===== src/rtl/mem_stage_controller.sv =====
// mem_stage_controller: MEM-stage req/ack data-memory sequencer with pipeline stall and writeback bubble control
module mem_stage_controller #(
  parameter int ADDR_W = 32,
  parameter int DATA_W = 32,
  parameter int TIMEOUT = 16
) (
  input  logic              clk,
  input  logic              reset,
  input  logic              MemRead_in,
  input  logic              MemWrite_in,
  input  logic              flush,
  input  logic [ADDR_W-1:0] address_in,
  input  logic [DATA_W-1:0] write_data_in,
  output logic              mem_req,
  output logic              mem_we,
  output logic [ADDR_W-1:0] mem_addr,
  output logic [DATA_W-1:0] mem_wdata,
  input  logic              mem_ack,
  input  logic [DATA_W-1:0] mem_rdata,
  output logic              stall,
  output logic              memwb_en,
  output logic              bubble,
  output logic [DATA_W-1:0] read_data_out,
  output logic              misalign_err,
  output logic              timeout_err
);
  localparam int CW = $clog2(TIMEOUT);
  typedef enum logic [1:0] {IDLE, ACCESS, DONE} state_t;
  state_t state, state_nx;
  logic [CW-1:0] cnt;
  logic abort, kill, ctrl, access, aligned, last, start;
  assign ctrl = MemRead_in | MemWrite_in;
  assign access = ctrl & ~flush;
  assign aligned = address_in[1:0] == 2'b00;
  assign start = state == IDLE && access && aligned;
  assign last = cnt == CW'(TIMEOUT - 1);
  assign mem_req = state == ACCESS;
  always_comb begin
    state_nx = state;
    stall = 1'b0;
    memwb_en = 1'b1;
    bubble = 1'b0;
    misalign_err = 1'b0;
    unique case (state)
      IDLE: begin
        stall = access & aligned;
        memwb_en = ~(access & aligned);
        bubble = ctrl & (flush | ~aligned);
        misalign_err = access & ~aligned;
        state_nx = (access & aligned) ? ACCESS : IDLE;
      end
      ACCESS: begin
        stall = 1'b1;
        memwb_en = 1'b0;
        state_nx = (mem_ack | last) ? DONE : ACCESS;
      end
      DONE: begin
        bubble = abort | kill;
        state_nx = IDLE;
      end
      default: state_nx = IDLE;
    endcase
    // Hold the pipeline-facing outputs at their idle values while in reset
    if (!reset) begin
      stall = 1'b0;
      memwb_en = 1'b1;
      bubble = 1'b0;
      misalign_err = 1'b0;
    end
  end
  always_ff @(posedge clk or negedge reset) begin
    if (!reset) begin
      state <= IDLE;
      mem_we <= 1'b0;
      mem_addr <= '0;
      mem_wdata <= '0;
      read_data_out <= '0;
      timeout_err <= 1'b0;
      cnt <= '0;
      abort <= 1'b0;
      kill <= 1'b0;
    end else begin
      state <= state_nx;
      if (start) begin
        mem_addr <= address_in;
        mem_wdata <= write_data_in;
        mem_we <= MemWrite_in;
        cnt <= '0;
        abort <= 1'b0;
        kill <= 1'b0;
      end
      if (state == ACCESS) begin
        if (flush) kill <= 1'b1;
        if (mem_ack) begin
          if (!mem_we) read_data_out <= mem_rdata;
        end else if (last) begin
          abort <= 1'b1;
          timeout_err <= 1'b1;
        end else begin
          cnt <= cnt + 1'b1;
        end
      end
    end
  end
endmodule


===== config.mk =====
export PLATFORM = sky130hd
export DESIGN_NAME = mem_stage_controller
export DESIGN_NICKNAME = d
export VERILOG_FILES = /design/src/rtl/mem_stage_controller.sv
export SDC_FILE = /design/constraint.sdc
export NUM_CORES = 1
export LEC_CHECK = 0
export BUFFER_PORTS_ARGS = -buffer_cell sky130_fd_sc_hd__buf_2
export CORE_AREA = 2 2 127 129
export DETAILED_ROUTE_END_ITERATION = 8
export DIE_AREA = 0 0 129 131
export PLACE_DENSITY = 0.56
export SKIP_CTS_REPAIR_TIMING = 1
export SYNTH_ARGS = -nofsm -noshare
export SYNTH_HDL_FRONTEND = slang
export SYNTH_SLANG_ARGS = --single-unit

===== constraint.sdc =====
create_clock -name clk -period 1.8 [get_ports clk]
set_input_delay 0 -clock clk [delete_from_list [all_inputs] [get_ports clk]]
set_output_delay 0 -clock clk [all_outputs]
set_load 0.01 [all_outputs]

==> flow_summary.yaml, run 1 <==
run_status:
  status: "finished clean"
logic_synthesis:
  yosysTopAreaCell: "dfrtp_1"
  synth.avg_cell_area_um2: 16.2
  syn_inst: 255
  ys_warn_count: 0
  yosys_register_bits: 106
  netlist_area_mm2: 0.00414
  synthTopCellsByArea: "dfrtp_1, mux2_2, mux2_4"
  yosysUniqueCellTypes: 34
  synth_top_cell_area_share_pct: 64.1
  ys_seq_area_share_pct: 64.1
  syn_nets: 358
global_route:
  grt_max_degree: 70
  first_global_vias: 2861
  grt_pass1_wl_um: 14000
  gr-usage-all-layers_pct: 10.7
  overflow: 0
  antenna_found_initial: 0
sta:
  rsz0062_at_grt: "no"
  hold_viol_final: 0
  holdWs_ns: 0.0265
  finalMaxSlewViolations: 0
  period_share_pct: 93.1
  period_needed_ns: 1.68
  finalSetupTns_ns: 0
  fin_ws_ns: 0.124
  worst_pin_slew_ns: 0.421
  slew-limit-headroom_pct: 71.9
  fmax_mhz: 597
  skew_ns: 0.00487
  setup_viol: 0
placed_design:
  pre_cts_ws_ns: 0.125
  dp.cells: 672
  dp_hpwl_um: 6820
  routabilityCongestion: 0.829
  io_buffers: 204
routing:
  wl_per_cell_um: 13.6
  num_vias: 3217
  vias_per_cell: 4.10
  drtAntennaViolNets: 0
  first_iter_violations: 67
  drc: 0
  wl_um: 10600
  first_pass_iters: 4
floorplan:
  core_mm2: 0.0156
  dieHeight_um: 131
  fp.dieW_um: 129
  rows: 46
  fp.dieArea_mm2: 0.0169
  ios: 205
  start_util_pct: 26.5
final_layout:
  synthToLayoutAreaGrowth_pct: 63.4
  fin_nets: 667
  utilization_pct: 43.3
  nFillCells: 1415
  stdcell_count: 784
  drive_gt1_share_pct: 56.9
  multi_input_area_mm2: 0.00142
  register_area_mm2: 0.00265
  n_antenna_cell: 0
min_path:
  hp-class: "in2async"
clock_network:
  clk_pin_slew_worst_paths_ns: 0.07
  cts.sinks: 106
  htree_num_levels: 3
  cts_tree: "done"
  cts_root_buf: "clkbuf_16"
  clock_latency_ns: 0.34
  cts_buffer_depth: 2
  cts_buffers: 9
setup_path:
  cp-end-kind: "primary output"
  startpoint_type: "input port"
  cp_max_fo: 3
  critPathRequiredTime_ns: 1.80
  crit_type: "in2out"
  cp.arrival_ns: 1.68
flow_run:
  maxCapViolations: 0
power:
  p_leak_nw: 3.31
  ir_drop_mv: 0.539
  pwr_density_cell_mw_per_mm2: 1200
-- registers in the layout (all words and copies together), names as in the netlist --
name           cells
mem_addr          32
mem_wdata         32
read_data_out     32
cnt                4
state              2
abort              1
kill               1
mem_we             1
timeout_err        1
-- worst max-delay path, stage by stage --
cell	delay [ns]
dlygate4sd3_1	0.56
buf_2	0.14
nor3_1	0.26
a21oi_1	0.13
or3b_2	0.44
buf_2	0.15
-- power breakdown --
part / internal [W] / switching, W
Clock: 0.00125 / 0.000852
Sequential: 0.00316 / 0.000382
Combinational: 0.00137 / 0.00109
-- layout by cell type (no fill, tap or decap), types with 4 or more instances in the layout --
master / instances
buf_2: 203
clkbuf_16: 9
mux2_1: 5
mux2_4: 10
nor2_1: 5
mux2_2: 80
dfrtp_1: 106
buf_12: 4
buf_4: 4
dlygate4sd3_1: 97
-- final cells by class --
type / count / area share (%)
sequential: 106 / 39.2
timing repair buffer: 308 / 31.0
multi-input combinational: 137 / 20.9
tap: 216 / 4.00
clock buffer: 11 / 3.59
clock inverter: 4 / 1.13
inverter: 2 / 0.111
-- metal layers --
layer	wire length, um	global-route usage, %
met5	0	0
met4	131	4.22
met3	765	4.52
met2	5290	17.2
met1	4440	12.7
-- kinds of logic after synthesis --
kind of cell | Yosys count | share of synthesized area, %
muxes | 96 | 27.0
and+or+nand+nor | 26 | 3.87
buffers and inverters | 12 | 2.03
adders and majority gates | 1 | 0.302
xor gates and xnor gates | 2 | 0.423
AOI/OAI and AO/OA | 12 | 2.30
DFF | 106 | 64.1
-- Yosys cell counts (all sizes together) --
| library cell | instances |
|---|---|
| and2b | 1 |
| o21a | 1 |
| o21ai | 1 |
| a22o | 2 |
| nand2b | 1 |
| a211oi | 1 |
| inv | 2 |
| nand3 | 4 |
| mux2 | 95 |
| dfrtp | 106 |
| o21ba | 1 |
| a21boi | 1 |
| and2 | 2 |
| mux2i | 1 |
| buf | 10 |
| a21o | 1 |
| nor2 | 5 |
| o2bb2ai | 1 |
| a32oi | 1 |
| ha | 1 |
| nand2 | 3 |
| nor3 | 3 |
| nor3b | 3 |
| a21oi | 1 |
| or2 | 2 |
| a32o | 1 |
| or3b | 2 |
| xor2 | 2 |
-- final timing paths --
kind / cells past startpoint / start / slack, ns / end
max reg2reg: 4 / state[1] / 0.13 / read_data_out[19]
min reg2reg: 1 / timeout_err / 0.46 / timeout_err
min: 2 / reset / 0.03 / timeout_err
max: 6 / flush / 0.12 / memwb_en
max in group asynchronous: 3 / reset / 1.14 / mem_addr[9]
min in group clk: 3 / mem_ack / 0.04 / state[1]
-- stage by stage --
stage          total power [W]  instance area, um2
2_1_floorplan          0.00475                4140
3_3_place_gp           0.00580                5470
3_5_place_dp           0.00588                5470
4_1_cts                0.00804                5790
5_1_grt                0.00859                6760
6_report               0.00810                6760
No activity file was read; power rests on OpenSTA's default activity.
==> run 2, diff against run 1 <==
CORE_AREA = 2 2 117 141   (was 2 2 127 129)
CTS_BUF_LIST = sky130_fd_sc_hd__clkbuf_8   (was not set)
DIE_AREA = 0 0 119 143   (was 0 0 129 131)
TNS_END_PERCENT = 30   (was not set)
==> run 2 against run 1 <==
Effect of this change: sequential power hardly changed; utilization is 0.51 points lower; combinational power hardly changed; largest cell class unchanged; power is 4.1% lower; global-route usage is 0.50 points higher; sequential share of layout area is 0.52 points higher; clock power is 15% lower; cell count is 0.89% lower; register-to-register slack worse by 0.05 ns; design area is 1.3% lower; clock-buffer cell count is 2 lower.
==> flow_summary.yaml, run 2 (synthesis gave the netlist of run 1 again) <==
sta:
  setup_viol: 0
  finalMaxSlewViolations: 0
  fmax_mhz: 581
  holdWs_ns: 0.0681
  fin_ws_ns: 0.0795
  worst_pin_slew_ns: 0.686
  slew-limit-headroom_pct: 54.3
  rsz0062_at_grt: "no"
  hold_viol_final: 0
  period_needed_ns: 1.72
  finalSetupTns_ns: 0
  skew_ns: 0.00914
  period_share_pct: 95.6
power:
  intPower_w: 0.00545
  seqPwrFrac_pct: 45.6
  pwr-share-comb_pct: 31.4
  p_sw_share_pct: 29.9
  p_switching_w: 0.00232
  p_leak_nw: 3.27
  finalPower_w: 0.00777
  p_clk_share_pct: 23.0
  ir_drop_mv: 0.540
  pwr_density_cell_mw_per_mm2: 1160
placed_design:
  routabilityCongestion: 0.745
  pre_cts_ws_ns: 0.104
  io_buffers: 204
  dp_hpwl_um: 7190
final_layout:
  layout_commonest_cell: "buf_2"
  nFillCells: 1399
  drive_gt1_share_pct: 57.1
  top_regs: "mem_addr: 32 flops, mem_wdata: 32 flops, read_data_out: 32 flops"
  multi_input_area_mm2: 0.00142
  synthToLayoutAreaGrowth_pct: 61.2
  layout_common_cells: "buf_2, dfrtp_1, dlygate4sd3_1, mux2_2, mux2_4"
  n_antenna_cell: 0
  register_area_mm2: 0.00265
  fin_nets: 667
routing:
  first_pass_iters: 6
  drc: 0
  drtAntennaViolNets: 0
  wl_per_cell_um: 13.7
  wl_um: 10700
  num_vias: 3264
  vias_per_cell: 4.20
  first_iter_violations: 64
global_route:
  overflow: 0
  grt_pass1_wl_um: 14900
  antenna_found_initial: 0
  use_met1_pct: 13.4
  first_global_vias: 2958
  grtUsageMet2_pct: 18.0
  busiest_layer: "met2"
  grtUsageMet3_pct: 3.47
  gr-usage-all-layers_pct: 11.2
  grt_max_degree: 55
setup_path:
  r2r-start: "state[1]"
  startpoint_type: "flop"
  rr_worst_depth: 4
  crit_type: "reg2reg"
  cp-end-kind: "flop"
  r2r-end: "read_data_out[7]"
  cp.arrival_ns: 1.98
  r2r_slack_ns: 0.08
  critPathRequiredTime_ns: 2.06
  cp_max_fo: 32
floorplan:
  fp.dieW_um: 119
  start_util_pct: 26.6
  fp.dieArea_mm2: 0.0170
  rows: 50
  ios: 205
  dieHeight_um: 143
  core_mm2: 0.0156
min_path:
  hp-class: "in2async"
clock_network:
  cts_buffer_depth: 2
  clk_pin_slew_worst_paths_ns: 0.10
  clock_latency_ns: 0.38
  cts.sinks: 106
  cts_tree: "done"
  cts_buffers: 9
  htree_num_levels: 3
  cts_root_buf: "clkbuf_8"
flow_run:
  maxCapViolations: 0
run_status:
  status: "finished clean"
[run 2: worst max-delay path by stage]
stage                  start                end  depth (start not counted)
global route        state[1]  read_data_out[26]                          4
floorplan           state[1]  read_data_out[10]                          4
detailed placement  state[1]   read_data_out[7]                          4
finish              state[1]   read_data_out[7]                          4
global placement    state[1]  read_data_out[10]                          4
CTS                 state[1]   read_data_out[7]                          4
[run 2: power by group through the flow]
stage | Clock (W) | Combinational [W] | Sequential [W]
after floorplan | 0 | 0.000810 | 0.00394
after global placement | 0 | 0.00224 | 0.00355
after detailed placement | 0 | 0.00230 | 0.00358
after CTS | 0.00189 | 0.00229 | 0.00354
after global routing | 0.00198 | 0.00263 | 0.00365
final | 0.00179 | 0.00244 | 0.00354
[run 2: cell type report]
| class | count | area share (%) |
|---|---|---|
| clock buffers | 9 | 1.86 |
| clock inverters | 7 | 1.86 |
| inverters | 2 | 0.113 |
| multi-input cells | 137 | 21.2 |
| flip-flops and latches | 106 | 39.8 |
| well taps | 208 | 3.90 |
| repair buffers | 308 | 31.3 |
[run 2: stage by stage]
| stage | utilization (%) | std cells | instance area (um2) |
|---|---|---|---|
| final | 42.8 | 777 | 6670 |
| after global routing | 42.8 | 777 | 6670 |
| after CTS | 36.5 | 679 | 5690 |
| after detailed placement | 34.9 | 663 | 5440 |
| after global placement | 34.9 | 663 | 5440 |
| after floorplan | - | 255 | 4140 |
[run 2: per-layer routing]
metal | routed length [um] | part of all wire (%)
met1 | 4380 | 41
met2 | 5430 | 51
met3 | 655 | 6.1
met4 | 213 | 2.0
met5 | 0 | 0
[run 2: critical path, cell delays in order, from the launching register on]
cell and delay, ns:
dfrtp_1 0.46, and2b_1 0.29, nor3b_4 0.24, buf_12 0.23
mux2_2 0.36
